==> src/rtl/input_port_ctrl_if.sv <==
// rtl/input_port_ctrl_if.sv - buffer, allocator and crossbar signals of one input port
//
// Purpose: groups every handshake between the input port controller and its
// neighbours (input buffer FIFO, switch allocator, crossbar).
// Signals:
//   buf_empty  : buffer empty flag (buffer -> controller)
//   buf_data   : buffer read data, valid the cycle after buf_rd_en
//   buf_rd_en  : pop one flit from the buffer (controller -> buffer)
//   req        : one-hot output request {L,W,S,E,N} (controller -> allocator)
//   grant      : allocator grant for the current req (allocator -> controller)
//   out_ready  : crossbar can accept a flit this cycle
//   flit_out   : flit to crossbar
//   flit_valid : flit_out valid; transfer when flit_valid && out_ready
//   bad_head   : one-cycle pulse when a non-head flit is dropped
// Modports: master = controller side, slave = environment side.
interface input_port_ctrl_if #(
  parameter int DATA_WIDTH = 8
);
  logic                  buf_empty;
  logic [DATA_WIDTH-1:0] buf_data;
  logic                  buf_rd_en;
  logic [4:0]            req;
  logic                  grant;
  logic                  out_ready;
  logic [DATA_WIDTH-1:0] flit_out;
  logic                  flit_valid;
  logic                  bad_head;

  modport master (
    input  buf_empty, buf_data, grant, out_ready,
    output buf_rd_en, req, flit_out, flit_valid, bad_head
  );

  modport slave (
    output buf_empty, buf_data, grant, out_ready,
    input  buf_rd_en, req, flit_out, flit_valid, bad_head
  );
endinterface

==> src/rtl/input_port_ctrl.sv <==
// rtl/input_port_ctrl.sv - per-port wormhole controller with XY routing
//
// Purpose: pops flits from the input buffer, decodes the head flit, raises an
// XY-routed one-hot request at the switch allocator, then streams the packet
// to the crossbar through a 2-entry staging queue and drops the request once
// the tail has left.
// Ports:
//   clk : clock, rising edge
//   rst : asynchronous active-low reset
//   bus : input_port_ctrl_if.master (buffer, allocator and crossbar signals)
module input_port_ctrl #(
  parameter int DATA_WIDTH = 8,
  parameter int X_WIDTH    = 2,
  parameter int Y_WIDTH    = 2,
  parameter int CUR_X      = 0,
  parameter int CUR_Y      = 0
) (
  input  logic              clk,
  input  logic              rst,
  input_port_ctrl_if.master bus
);

  typedef enum logic [1:0] {IDLE, HEAD_WAIT, ALLOC, XFER} state_t;

  localparam logic [1:0] T_TAIL   = 2'b10;
  localparam logic [1:0] T_SINGLE = 2'b11;

  localparam logic [X_WIDTH-1:0] LP_CUR_X = X_WIDTH'(CUR_X);
  localparam logic [Y_WIDTH-1:0] LP_CUR_Y = Y_WIDTH'(CUR_Y);

  localparam logic [4:0] R_N = 5'b00001;
  localparam logic [4:0] R_E = 5'b00010;
  localparam logic [4:0] R_S = 5'b00100;
  localparam logic [4:0] R_W = 5'b01000;
  localparam logic [4:0] R_L = 5'b10000;

  state_t                r_state;
  state_t                w_state_nxt;
  logic [DATA_WIDTH-1:0] r_q [2];
  logic                  r_wr_ptr;
  logic                  r_rd_ptr;
  logic [1:0]            r_cnt;
  logic                  r_rd_pending;
  logic                  r_tail_fetched;
  logic [4:0]            r_req;

  logic [1:0]            w_in_type;
  logic                  w_in_is_head;
  logic [X_WIDTH-1:0]    w_dest_x;
  logic [Y_WIDTH-1:0]    w_dest_y;
  logic [4:0]            w_route;
  logic                  w_flit_valid;
  logic                  w_fire;
  logic                  w_out_last;
  logic                  w_clear;
  logic                  w_streaming;
  logic                  w_tail_in;
  logic                  w_tail_seen;
  logic [2:0]            w_occ;
  logic                  w_prefetch;
  logic                  w_push;
  logic                  w_rd_en;
  logic                  w_bad;

  // Head types 01 and 11 both have the low type bit set.
  assign w_in_type    = bus.buf_data[DATA_WIDTH-1 -: 2];
  assign w_in_is_head = w_in_type[0];
  assign w_dest_x     = bus.buf_data[X_WIDTH+Y_WIDTH-1:Y_WIDTH];
  assign w_dest_y     = bus.buf_data[Y_WIDTH-1:0];

  assign w_streaming  = (r_state == ALLOC) || (r_state == XFER);
  assign w_flit_valid = (r_state == XFER) && (r_cnt != 2'd0);
  assign w_fire       = w_flit_valid && bus.out_ready;
  // Types 10 and 11 both close the packet: high type bit set.
  assign w_out_last   = r_q[r_rd_ptr][DATA_WIDTH-1];
  assign w_clear      = w_fire && w_out_last;

  // A tail arriving this cycle must already block the next pop, otherwise the
  // read issued alongside its capture would pull a flit of the next packet.
  assign w_tail_in    = w_streaming && r_rd_pending && (w_in_type == T_TAIL);
  assign w_tail_seen  = r_tail_fetched || w_tail_in;

  // Occupancy after this cycle, counting the flit still in flight from the buffer.
  assign w_occ      = {1'b0, r_cnt} + {2'b00, r_rd_pending} - {2'b00, w_fire};
  assign w_prefetch = !bus.buf_empty && !w_tail_seen && (w_occ < 3'd2);

  assign w_push = r_rd_pending &&
                  (((r_state == HEAD_WAIT) && w_in_is_head) || w_streaming);

  always_comb begin
    w_route = R_L;
    if (w_dest_x > LP_CUR_X)      w_route = R_E;
    else if (w_dest_x < LP_CUR_X) w_route = R_W;
    else if (w_dest_y > LP_CUR_Y) w_route = R_N;
    else if (w_dest_y < LP_CUR_Y) w_route = R_S;
    else                          w_route = R_L;
  end

  always_comb begin
    w_state_nxt = r_state;
    w_rd_en     = 1'b0;
    w_bad       = 1'b0;
    case (r_state)
      IDLE: begin
        w_rd_en = !bus.buf_empty;
        if (w_rd_en) w_state_nxt = HEAD_WAIT;
      end
      HEAD_WAIT: begin
        if (!w_in_is_head) begin
          w_bad       = 1'b1;
          w_state_nxt = IDLE;
        end else begin
          w_state_nxt = ALLOC;
        end
      end
      ALLOC: begin
        w_rd_en = w_prefetch;
        if (bus.grant) w_state_nxt = XFER;
      end
      XFER: begin
        w_rd_en = w_prefetch;
        if (w_clear) w_state_nxt = IDLE;
      end
      default: w_state_nxt = IDLE;
    endcase
  end

  always_ff @(posedge clk or negedge rst) begin
    if (!rst) r_state <= IDLE;
    else      r_state <= w_state_nxt;
  end

  always_ff @(posedge clk or negedge rst) begin
    if (!rst) begin
      r_q[0]         <= '0;
      r_q[1]         <= '0;
      r_wr_ptr       <= 1'b0;
      r_rd_ptr       <= 1'b0;
      r_cnt          <= 2'd0;
      r_rd_pending   <= 1'b0;
      r_tail_fetched <= 1'b0;
      r_req          <= '0;
    end else begin
      r_rd_pending <= w_rd_en;

      if ((r_state == HEAD_WAIT) && w_in_is_head) r_req <= w_route;
      else if (w_clear)                           r_req <= '0;

      if (w_clear)
        r_tail_fetched <= 1'b0;
      else if ((r_state == HEAD_WAIT) && (w_in_type == T_SINGLE))
        r_tail_fetched <= 1'b1;
      else if (w_tail_in)
        r_tail_fetched <= 1'b1;

      // Tail departure discards anything left in the queue.
      if (w_clear) begin
        r_wr_ptr <= 1'b0;
        r_rd_ptr <= 1'b0;
        r_cnt    <= 2'd0;
      end else begin
        if (w_push) begin
          r_q[r_wr_ptr] <= bus.buf_data;
          r_wr_ptr      <= ~r_wr_ptr;
        end
        if (w_fire) r_rd_ptr <= ~r_rd_ptr;
        r_cnt <= r_cnt + {1'b0, w_push} - {1'b0, w_fire};
      end
    end
  end

  // Read enable is forced low while reset is held so the buffer is never popped.
  assign bus.buf_rd_en  = w_rd_en & rst;
  assign bus.req        = r_req;
  assign bus.flit_valid = w_flit_valid;
  assign bus.flit_out   = w_flit_valid ? r_q[r_rd_ptr] : '0;
  assign bus.bad_head   = w_bad;

endmodule
==> src/flat_wrapper.sv <==
// flat-port wrapper written by rule: the top's interface ports become plain ports
module input_port_ctrl_flat 
#(
  parameter int DATA_WIDTH = 8,
  parameter int X_WIDTH    = 2,
  parameter int Y_WIDTH    = 2,
  parameter int CUR_X      = 0,
  parameter int CUR_Y      = 0
)
  (clk, rst, bus_buf_empty, bus_buf_data, bus_grant, bus_out_ready, bus_buf_rd_en, bus_req, bus_flit_out, bus_flit_valid, bus_bad_head);
  input_port_ctrl_if #(.DATA_WIDTH(DATA_WIDTH)) bus_i ();
  input  logic clk;
  input  logic rst;
  input wire logic [$bits(bus_i.buf_empty)-1:0] bus_buf_empty;
  input wire logic [$bits(bus_i.buf_data)-1:0] bus_buf_data;
  input wire logic [$bits(bus_i.grant)-1:0] bus_grant;
  input wire logic [$bits(bus_i.out_ready)-1:0] bus_out_ready;
  output wire logic [$bits(bus_i.buf_rd_en)-1:0] bus_buf_rd_en;
  output wire logic [$bits(bus_i.req)-1:0] bus_req;
  output wire logic [$bits(bus_i.flit_out)-1:0] bus_flit_out;
  output wire logic [$bits(bus_i.flit_valid)-1:0] bus_flit_valid;
  output wire logic [$bits(bus_i.bad_head)-1:0] bus_bad_head;
  assign bus_i.buf_empty = bus_buf_empty;
  assign bus_i.buf_data = bus_buf_data;
  assign bus_i.grant = bus_grant;
  assign bus_i.out_ready = bus_out_ready;
  assign bus_buf_rd_en = bus_i.buf_rd_en;
  assign bus_req = bus_i.req;
  assign bus_flit_out = bus_i.flit_out;
  assign bus_flit_valid = bus_i.flit_valid;
  assign bus_bad_head = bus_i.bad_head;
  input_port_ctrl #(.DATA_WIDTH(DATA_WIDTH), .X_WIDTH(X_WIDTH), .Y_WIDTH(Y_WIDTH), .CUR_X(CUR_X), .CUR_Y(CUR_Y)) u_core (.clk(clk), .rst(rst), .bus(bus_i));
endmodule
==> config.mk <==
export PLATFORM = sky130hd
export DESIGN_NAME = input_port_ctrl_flat
export DESIGN_NICKNAME = d
export VERILOG_FILES = /design/src/rtl/input_port_ctrl_if.sv /design/src/rtl/input_port_ctrl.sv /design/src/flat_wrapper.sv
export SDC_FILE = /design/constraint.sdc
export NUM_CORES = 1
export LEC_CHECK = 0
export ABC_AREA = 1
export CORE_MARGIN = 1
export CORE_UTILIZATION = 46
export CTS_CLUSTER_DIAMETER = 30
export DETAILED_ROUTE_END_ITERATION = 8
export PLACE_DENSITY = 0.79
export SLEW_MARGIN = 20
export SYNTH_ARGS = -nofsm -noshare
export SYNTH_HDL_FRONTEND = slang
export SYNTH_SLANG_ARGS = --single-unit
==> constraint.sdc <==
create_clock -name clk -period 2.6 [get_ports clk]
set_input_delay 0.52 -clock clk [delete_from_list [all_inputs] [get_ports clk]]
set_output_delay 0.52 -clock clk [all_outputs]
set_load 0.005 [all_outputs]
---- Word level (Yosys, flattened, before mapping) ----
Cells that the tools add are included.
word-level totals
  bits in registers ....................... 29
  input bits .............................. 13
  word-level logic and storage cells ...... 89
operators by class
  $add $sub $neg .......................... 4
  magnitude comparators ................... 8
  equal/unequal tests ..................... 8
  muxes and demuxes ....................... 29
  bitwise operators ....................... 6
  reductions and logical operators ........ 25
operators by type and width
  kind                                                  count
  2-to-1 mux 8 bit                                      5
  2-to-1 mux 5 bit                                      6
  bitwise mux 16 bit                                    1
  logical AND 1 bit                                     11
  2-to-1 mux 2 bit                                      5
  2-to-1 mux 1 bit                                      9
  demux 8 bit (select 1 bit)                            1
  equality test 2 bit (second input constant)           4
  one-hot mux 2 bit (4 select lines)                    1
  nonzero test 2 bit                                    4
  < comparator 2 x 1 -> 1 bit (second input constant)   3
  >= comparator 2 bit (second input constant)           2
  > comparator 2 x 1 -> 1 bit (second input constant)   2
  inequality test 2 bit (second input constant)         2
  inverter 1 -> 2 bit                                   2
  adder 2 x 1 -> 3 bit                                  1
  logical OR 1 bit                                      3
  < comparator 3 x 2 -> 1 bit (second input constant)   1
  inverter 1 bit                                        3
  AND reduction 3 bit                                   1
  nonzero test 3 bit                                    1
  subtractor 3 x 1 -> 3 bit                             1
  adder 2 x 1 -> 2 bit                                  1
  equality test 2 x 1 -> 1 bit (second input constant)  1
  8 further kinds                                       9

---- Longest topological paths before layout ----
Gate-level depths: netlist (run 1).
  depth in word-level cells ............... 10
  mapped depth ............................ 17

---- Worst setup path after synthesis (run 1) ----
No wires, ideal clock.
  path type ............................... reg2out
  from .................................... register with a tool-made name
  to ...................................... output port bus_buf_rd_en
  data arrival time ....................... 2.105 ns
  required time ........................... 2.080 ns
  slack ................................... -0.025 ns
  stages on the path, launching flop included .. 16
  buffers on the path ..................... 1
  cells stage by stage .................... dfrtp_1 -> buf_4 -> nand2_2 -> nor2_4 -> nand2_1 -> inv_1 -> ha_1 -> inv_1 -> nand2_1 -> fa_1 -> nand2_1 -> nor2_1 -> nand2_1 -> nand2_1 -> nand2_1 -> nor2_1
RTL lines
  what           line                source
  end, declared  flat_wrapper.sv:18  output wire logic [$bits(bus_i.buf_rd_en)-1:0] bus_buf_rd_en;

---- Worst setup path in the final report (run 1) ----
  from .................................... register u_core.r_cnt[1]
  to ...................................... output port bus_buf_rd_en
between the ends
  word-level cells in the longest chain between the ends .. 8
ends and longest elaborated chain
  what                                                                          line                    source
  start, declared                                                               input_port_ctrl.sv:42   logic [1:0] r_cnt;
  start signal, assigned                                                        input_port_ctrl.sv:167  r_cnt <= r_cnt + {1'b0, w_push} - {1'b0, w_fire};
  parallel branches: the longest is 3 deep, another holds adder 2 x 1 -> 3 bit  -
  subtractor 3 x 1 -> 3 bit (*)                                                 input_port_ctrl.sv:84   assign w_occ = {1'b0, r_cnt} + {2'b00, r_rd_pending} - {2'b00, w_fire};
  < comparator 3 x 2 -> 1 bit (*)                                               input_port_ctrl.sv:85   assign w_prefetch = !bus.buf_empty && !w_tail_seen && (w_occ < 3'd2);
  logical AND 1 bit (*)                                                         input_port_ctrl.sv:85
  one-hot mux 1 bit (2 select lines) (*)                                        input_port_ctrl.sv:103  case (r_state)
  bitwise AND 1 bit (*)                                                         input_port_ctrl.sv:173  assign bus.buf_rd_en = w_rd_en & rst;
Mark *: on every way between the ends.

==> metrics.sh, run 1 <==
CP-START-KIND='flip-flop'
CLOCK_PATH_BUFFERS=2
SYNTH.YOSYS.WARNINGS=0
AVGSYNTHCELLAREA_UM2=7.501
AREA.GROWTH.SYNTH_TO_FINAL_PCT=36.86
PLACEABLECOREAREA_MM2=0.003078
DRV_SLEW=0
WORSTPATHREQUIRED_NS=2.08
HOLDCRITPATHCLASS='flip-flop to flip-flop'
SLOWEST_DELAY_NS=0.51
CRITICAL_PATH.SLOWEST_CELL='sky130_fd_sc_hd__fa_1'
DETAILEDPLACEMENTHPWL_UM=2114
FINAL-HOLD-VIOLATION-COUNT=0
ROUTE.DETAILED.DRC=0
ANTENNA_FOUND_INITIAL=0
FIRST_ITER_VIOLATIONS=33
HOLD_BUFFERS=0
SYNTHDOMINANTCELLAREASHARE_PCT=45.04
RATIO_OF_ROUTED_VIAS_TO_STANDARD_CELLS=4.802
FAILED_CHECKS='negative setup slack'
MIN_FROM='u_core.r_q[13]'
OUTCOME='finished, violations left'
R2R.WORST_PATH.CELLS=20
SYNTH_AREA_MM2=0.001500
DIE_X_UM=59.11
FINCLKSKEW_NS=0.009989
WORSTSETUPENDPOINTTYPE='output port'
FLOORPLAN.IO_PINS=29
PATH_MAX_FANOUT=2
OVERFLOW=0
NUM_VIAS=1407
MAXCLOCKFREQUENCY_GHz=0.3420
PWR-SHARE-CLK_PCT=8.6
WORSTSETUPPATHTYPE='flip-flop to output port'
GP_ROUTABILITY_CONGESTION=0.8033
CTS_TREE='yes'
SETUP.REG_TO_REG.WORST_SLACK_NS=0.08
DRTANTENNAVIOLNETS=0
WIRELENGTH_UM=3369
LAYOUT_CELLS_SIZED_ABOVE_1_PCT=19.68
CLK_PIN_SLEW_NS=0.16
NUM_ANTENNA_CELLS=0
WORSTREG2REGSTART='u_core.r_cnt[1]'
CLOCK_INSERTION_DELAY_WORST_SKEW_NS=0.33
TRITONCTS_BUFFERS=3
IO_BUFFER_COUNT=26
LEAKAGEPOWER_uW=0.001100
GRT_USE_TOTAL_PCT=21.77
GRT_SETUP_UNREPAIRED='true'
SW_RATIO_PCT=41.69
FIN_NETS=267
REGISTER_AREA_SHARE_AFTER_SYNTHESIS_PCT=45.04
LAYOUT.CELLS.MOST_COMMON='sky130_fd_sc_hd__nand2_1'
GRT_FIRST_PASS_WIRELENGTH_UM=5747
COMB_POWER_SHARE_PCT=57.2
YOSYS_CELL_TYPES=25
REPORT.FINAL.SETUP_VIOL=1
CHIPHEIGHT_UM=59.11
FIRST_PASS_ITERS=4
CP_DATA_ARRIVAL_TIME_NS=2.40
ROUTE.DETAILED.WL_PER_INST_UM=11.50
LAYOUT_COMMON_CELLS='74 x sky130_fd_sc_hd__nand2_1, 26 x sky130_fd_sc_hd__dfrtp_1, 24 x sky130_fd_sc_hd__clkdlybuf4s50_1'
TOTALPOWERFINAL_uW=2222
TOTAL_OF_FLIP_FLOPS_PLUS_LATCHES_AFTER_SYNTHESIS=27
MAXCAPVIOLCOUNT=0
MIN_TO='u_core.r_q[13]'
REG2REG_TO='u_core.r_rd_ptr'
ROW_COUNT=20
PERIOD_MINUS_SLACK_NS=2.924
CRITICAL_PATH.CELL_CHAIN='nor2_4, nor2_4, nand2_2, inv_2, ha_4, inv_2, nand2_2, fa_1, nand2_1, nor2_1, nand2_1, nand2_1, nand2_2, nor2_1, buf_2'
SYN_INST=200
DIEAREA_MM2=0.003493
FIRST_GLOBAL_VIAS=1306
FIN_CRIT_SH_PCT=112.5
POWER_DENSITY_mW_PER_MM2=1082
CTS_NUM_SINKS=27
SYNTH_TOP_CELLS_BY_AREA='sky130_fd_sc_hd__dfrtp_1 45%, sky130_fd_sc_hd__nand2_1 20%, sky130_fd_sc_hd__nand4_1 6.7%'
POST-ROUTE-WORST-SETUP-SLACK_NS=-0.3243
NET-SWITCHING-POWER_uW=926.4
POST-ROUTE-UTIL_PCT=66.71
SYNTH.LARGEST_AREA_CELL='sky130_fd_sc_hd__dfrtp_1'
HOLD_PATH_DEPTH=2
INITIAL_UTILIZATION_PCT=48.74
CELL_INTERNAL_PWR_uW=1296
SEQ_POWER_SHARE_PCT=34.1
CLK_ROOT_BUFFER_CELL='sky130_fd_sc_hd__clkbuf_4'
GRT_MAX_DEGREE=28
POWER.IR.VDD_WORST_mV=0.5773
LEVEL_COUNT_OF_THE_CLOCK_H_TREE=1
[area by class of cell]
| cell class | instances | area, µm² |
|---|---|---|
| Timing Repair Buffer | 53 | 486.7 |
| Inverter | 26 | 100.1 |
| Multi-Input combinational cell | 139 | 704.4 |
| Tap cell | 44 | 55.05 |
| Clock buffer | 3 | 22.52 |
| Sequential cell | 27 | 676.9 |
| Clock inverter | 1 | 7.507 |
| Fill cell | 264 | 1025 |
[worst max-delay path by stage]
stage	start	end	slack [ns]
after global routing	u_core.r_cnt[1]	bus_buf_rd_en	-0.52
final	u_core.r_cnt[1]	bus_buf_rd_en	-0.32
after floorplan	flip-flop	bus_buf_rd_en	-0.0002
after CTS	u_core.r_cnt[0]	bus_buf_rd_en	-0.37
after global placement	bus_out_ready	bus_buf_rd_en	-0.78
after detailed placement	bus_out_ready	bus_buf_rd_en	-0.80
[registers in the layout, summed over array words and instances (netlist names), named ones only]
signal / cells
u_core.bus.req: 3
u_core.r_cnt: 2
u_core.r_q: 16
u_core.r_rd_pending: 1
u_core.r_rd_ptr: 1
u_core.r_state: 1
u_core.r_tail_fetched: 1
u_core.r_wr_ptr: 1
[per-stage QoR]
stage / hold WS, ns / setup WS, ns / instances / area (µm²) / TNS (ns)
finish: 0.4926 / -0.3243 / 293 / 2053 / -0.3243
global route: 0.5133 / -0.5242 / 293 / 2053 / -0.5242
CTS: 0.4924 / -0.3695 / 293 / 2021 / -0.5287
detailed placement: 0.4586 / -0.8042 / 273 / 1844 / -0.8042
global placement: 0.4534 / -0.7778 / 273 / 1844 / -0.7778
floorplan: 0.2244 / -0.0002289 / 201 / 1515 / -0.0002289
[layer usage]
layer	part of all wire [%]	up-vias	global-route usage, %
met1	47	648	29.01
met5	0	-	0
li1	-	719	-
met2	48	34	36.85
met4	1.7	0	7.483
met3	3.7	6	2.402
[synthesized netlist by cell type]
master and n:
sky130_fd_sc_hd__inv_4 1, sky130_fd_sc_hd__clkinv_1 1, sky130_fd_sc_hd__nor3_1 1, sky130_fd_sc_hd__nor2_1 19, sky130_fd_sc_hd__nand3_4 1, sky130_fd_sc_hd__dfrtp_1 27
sky130_fd_sc_hd__clkbuf_1 1, sky130_fd_sc_hd__nand3_2 2, sky130_fd_sc_hd__buf_4 4, sky130_fd_sc_hd__o21ai_0 4, sky130_fd_sc_hd__buf_1 1, sky130_fd_sc_hd__ha_1 3
sky130_fd_sc_hd__buf_2 1, sky130_fd_sc_hd__nand2_2 1, sky130_fd_sc_hd__xnor2_1 1, sky130_fd_sc_hd__buf_6 2, sky130_fd_sc_hd__nand3_1 4, sky130_fd_sc_hd__fa_1 1
sky130_fd_sc_hd__a21oi_1 3, sky130_fd_sc_hd__nor2_4 1, sky130_fd_sc_hd__inv_1 24, sky130_fd_sc_hd__nand4_1 16, sky130_fd_sc_hd__conb_1 1, sky130_fd_sc_hd__o21ai_1 2
sky130_fd_sc_hd__nand2_1 78
[power by group through the flow]
stage          Combinational, µW  Sequential (µW)  Clock, µW
6_report                    1270              759        192
5_1_grt                     1440              781        205
3_3_place_gp                1020              758          0
2_1_floorplan                726              710          0
3_5_place_dp                1050              762          0
4_1_cts                     1190              753        189
[what timing repair did]
action | CTS | global route
endpoints found under the setup margin | 1 | 3
setup buffers | 16 | 4
pin swaps | 3 | 4
gates resized for setup | 15 | 10
[critical path: cells and delay by family (launching register included)]
| family | cells | cell delay [ns] |
|---|---|---|
| adders and majority gates | 2 | 0.72 |
| buffers and inverters | 3 | 0.22 |
| DFF | 1 | 0.44 |
| and+or+nand+nor | 10 | 0.71 |
[logic make-up (layout without fill, tap and decap cells)]
logic type | Yosys count | in the layout | synth area share (%)
compound gates | 9 | 9 | 3.002
xor+xnor | 1 | 1 | 0.5839
fa+ha+maj | 4 | 4 | 3.837
buf+inv | 35 | 83 | 11.01
flops | 27 | 27 | 45.04
other cells | 1 | 2 | 0.2500
simple gates | 123 | 123 | 36.28
Power figures use the tool's default switching activity.
==> inputs of run 2 (changes only) <==
--- a/config.mk
+++ b/config.mk
@@ -6,6 +6,7 @@
 export NUM_CORES = 1
 export LEC_CHECK = 0
 export ABC_AREA = 1
+export CORE_ASPECT_RATIO = 0.5
 export CORE_MARGIN = 1
 export CORE_UTILIZATION = 46
 export CTS_CLUSTER_DIAMETER = 30
==> run 2 against run 1 <==
  * Cell area fell by 5.8%
  * Count of clock-buffer cells in the layout rose by 1
  * Sequential power rose by 0.7%
  * Largest power group unchanged
  * Setup slack improved by 0.075 ns
  * Wire length fell by 1.6%
  * The flow still finishes with violations (negative setup slack)
==> metrics.sh, run 2 (synthesis results as in run 1) <==
CLOCK_INSERTION_DELAY_WORST_SKEW_NS=0.27
TOTALPOWERFINAL_uW=2165
PLACEABLECOREAREA_MM2=0.003048
OUTCOME='finished, violations left'
LAYOUT.CELLS.MOST_COMMON='sky130_fd_sc_hd__nand2_1'
FILLERS=264
REG2REG_TO='u_core.r_rd_pending'
ROUTE.DETAILED.DRC=0
POWER.IR.VDD_WORST_mV=0.4565
R2R.WORST_PATH.CELLS=14
MULTIINPUTGATEAREA_UM2=695.7
CLOCK_PATH_BUFFERS=2
SETUP.REG_TO_REG.WORST_SLACK_NS=0.66
GRT_SETUP_UNREPAIRED='true'
ROW_COUNT=14
FAILED_CHECKS='negative setup slack'
DIE_X_UM=82.76
OVERFLOW=0
PRECTSSETUPSLACK_NS=-0.8261
DRV_SLEW=0
CLK_PIN_SLEW_NS=0.09
MAXCLOCKFREQUENCY_GHz=0.3509
CTS_NUM_SINKS=27
POST-ROUTE-UTIL_PCT=63.46
FIRST_PASS_ITERS=4
CRITPATHLAUNCH='u_core.r_cnt[1]'
WORSTREG2REGSTART='u_core.r_cnt[1]'
FIN_NETS=255
FIN_CRIT_SH_PCT=109.6
FIRST_GLOBAL_VIAS=1135
FLOORPLAN.IO_PINS=29
WORSTSETUPENDPOINT='bus_buf_rd_en'
WIRELENGTH_UM=3314
NUM_ANTENNA_CELLS=0
CLK_ROOT_BUFFER_CELL='sky130_fd_sc_hd__clkbuf_8'
GRT_FIRST_PASS_WIRELENGTH_UM=5216
CP_DATA_ARRIVAL_TIME_NS=2.33
LAYOUT_CELLS_SIZED_ABOVE_1_PCT=13.92
DETAILEDPLACEMENTHPWL_UM=2206
GP_ROUTABILITY_CONGESTION=0.7731
INITIAL_UTILIZATION_PCT=49.22
REPORT.FINAL.SETUP_VIOL=1
LARGEST_REG_FLOPS=16
MAXCAPVIOLCOUNT=0
RATIO_OF_ROUTED_VIAS_TO_STANDARD_CELLS=4.838
LEVEL_COUNT_OF_THE_CLOCK_H_TREE=1
DIEAREA_MM2=0.003507
WORSTSETUPPATHTYPE='flip-flop to output port'
CHIPHEIGHT_UM=42.38
CTS_TREE='yes'
LEAKAGEPOWER_uW=0.001035
FINAL-HOLD-VIOLATION-COUNT=0
POWER_DENSITY_mW_PER_MM2=1119
ANTENNA_FOUND_INITIAL=0
REGMOSTFLOPS='u_core.r_q'
SEQCELLAREA_UM2=676.9
FINCLKSKEW_NS=0.002235
HOLDCRITPATHCLASS='flip-flop to flip-flop'
HOLD_BUFFERS=0
FIRST_ITER_VIOLATIONS=92
TRITONCTS_BUFFERS=3
IO_BUFFER_COUNT=26
AREA.GROWTH.SYNTH_TO_FINAL_PCT=28.94
POST-ROUTE-WORST-SETUP-SLACK_NS=-0.2498
NUM_VIAS=1340
GRT_USE_TOTAL_PCT=20.59
DRTANTENNAVIOLNETS=0
ROUTE.DETAILED.WL_PER_INST_UM=11.96
WORSTPATHREQUIRED_NS=2.08
GRT_MAX_DEGREE=28
PERIOD_MINUS_SLACK_NS=2.850
CP-START-KIND='flip-flop'
WORSTSETUPENDPOINTTYPE='output port'
LAYOUT_COMMON_CELLS='76 x sky130_fd_sc_hd__nand2_1, 26 x sky130_fd_sc_hd__dfrtp_1, 24 x sky130_fd_sc_hd__clkdlybuf4s50_1'
PATH_MAX_FANOUT=3
-- run 2: cell count changes in the layout (fill, tap and decap cells not counted), moves of 2 or more --
cell                       delta
sky130_fd_sc_hd__nand2_1      +2
sky130_fd_sc_hd__buf_4        -4
sky130_fd_sc_hd__nand2_2      -2
sky130_fd_sc_hd__buf_6        -8
sky130_fd_sc_hd__clkbuf_8     +3
sky130_fd_sc_hd__clkbuf_4     -3
-- run 2: power breakdown --
group	switching (µW)	internal [µW]	leakage [µW]	total, µW
sequential	152	612	0.000337	764
combinational	615	547	0.000675	1160
clock	128	110	0.0000228	238
total	895	1270	0.00103	2160
-- run 2: critical path, stage by stage (launching register included) --
cell                      delay (ns)
sky130_fd_sc_hd__dfrtp_1        0.41
sky130_fd_sc_hd__nor2_4         0.14
sky130_fd_sc_hd__nor2_4         0.05
sky130_fd_sc_hd__nand2_2        0.05
sky130_fd_sc_hd__inv_2          0.05
sky130_fd_sc_hd__ha_4           0.21
sky130_fd_sc_hd__inv_2          0.06
sky130_fd_sc_hd__nand2_2        0.05
sky130_fd_sc_hd__fa_1           0.51
sky130_fd_sc_hd__nand2_1        0.05
sky130_fd_sc_hd__nor2_1         0.08
sky130_fd_sc_hd__nand2_1        0.06
sky130_fd_sc_hd__nand2_1        0.06
sky130_fd_sc_hd__nand2_1        0.05
sky130_fd_sc_hd__nor2_1         0.10
sky130_fd_sc_hd__buf_2          0.11
-- run 2: repair_timing --
item | in CTS | in global routing
cloned | 0 | 0
endpoints found under the setup margin | 1 | 2
buffers inserted | 1 | 4
gates resized for setup | 10 | 3
endpoints found under the hold margin | 0 | 0
pin swaps | 9 | 7
-- run 2: how the worst min path moves through the flow --
stage	startpoint	endpoint	slack [ns]	cells after the start
after floorplan	rst	asynchronous set/reset pin	0.22	0
after detailed placement	u_core.r_q[9]	u_core.r_q[9]	0.46	2
after CTS	u_core.r_q[9]	u_core.r_q[9]	0.48	2
after global routing	u_core.r_q[3]	u_core.r_q[3]	0.50	2
after global placement	u_core.r_q[5]	u_core.r_q[5]	0.45	2
final	u_core.r_q[9]	u_core.r_q[9]	0.48	2
-- run 2: final cells by class --
| class | instances | area share, % |
|---|---|---|
| tap | 40 | 2.587 |
| multi-input combinational | 139 | 35.96 |
| sequential | 27 | 34.99 |
| inverter | 26 | 5.175 |
| clock buffer | 4 | 2.329 |
| timing repair buffer | 41 | 18.95 |
-- run 2: metal layers --
layer / vias up / wire length, µm / global-route usage (%) / part of all wire [%]
met4: 0 / 74 / 6.552 / 2.2
met3: 8 / 245 / 5.435 / 7.4
met2: 47 / 1538 / 31.48 / 46
met5: - / 0 / 0 / 0
met1: 591 / 1456 / 28.57 / 44
li1: 694 / - / - / -
-- run 2: through the flow --
stage / hold slack (ns) / std cells / cell area (µm²) / setup TNS [ns]
2_1_floorplan: 0.2244 / 201 / 1515 / -0.0002289
3_3_place_gp: 0.4541 / 268 / 1832 / -0.8063
3_5_place_dp: 0.4587 / 268 / 1832 / -0.8261
4_1_cts: 0.4801 / 273 / 1898 / -0.2301
5_1_grt: 0.4979 / 277 / 1934 / -0.4487
6_report: 0.4779 / 277 / 1934 / -0.2498
==> inputs of run 3 (changes only) <==
--- a/config.mk
+++ b/config.mk
@@ -16,3 +16,4 @@
 export SYNTH_ARGS = -nofsm -noshare
 export SYNTH_HDL_FRONTEND = slang
 export SYNTH_SLANG_ARGS = --single-unit
+export TNS_END_PERCENT = 1
==> results of run 3 <==
Same layout as run 2: the final DEF is identical, and so are final timing and power.
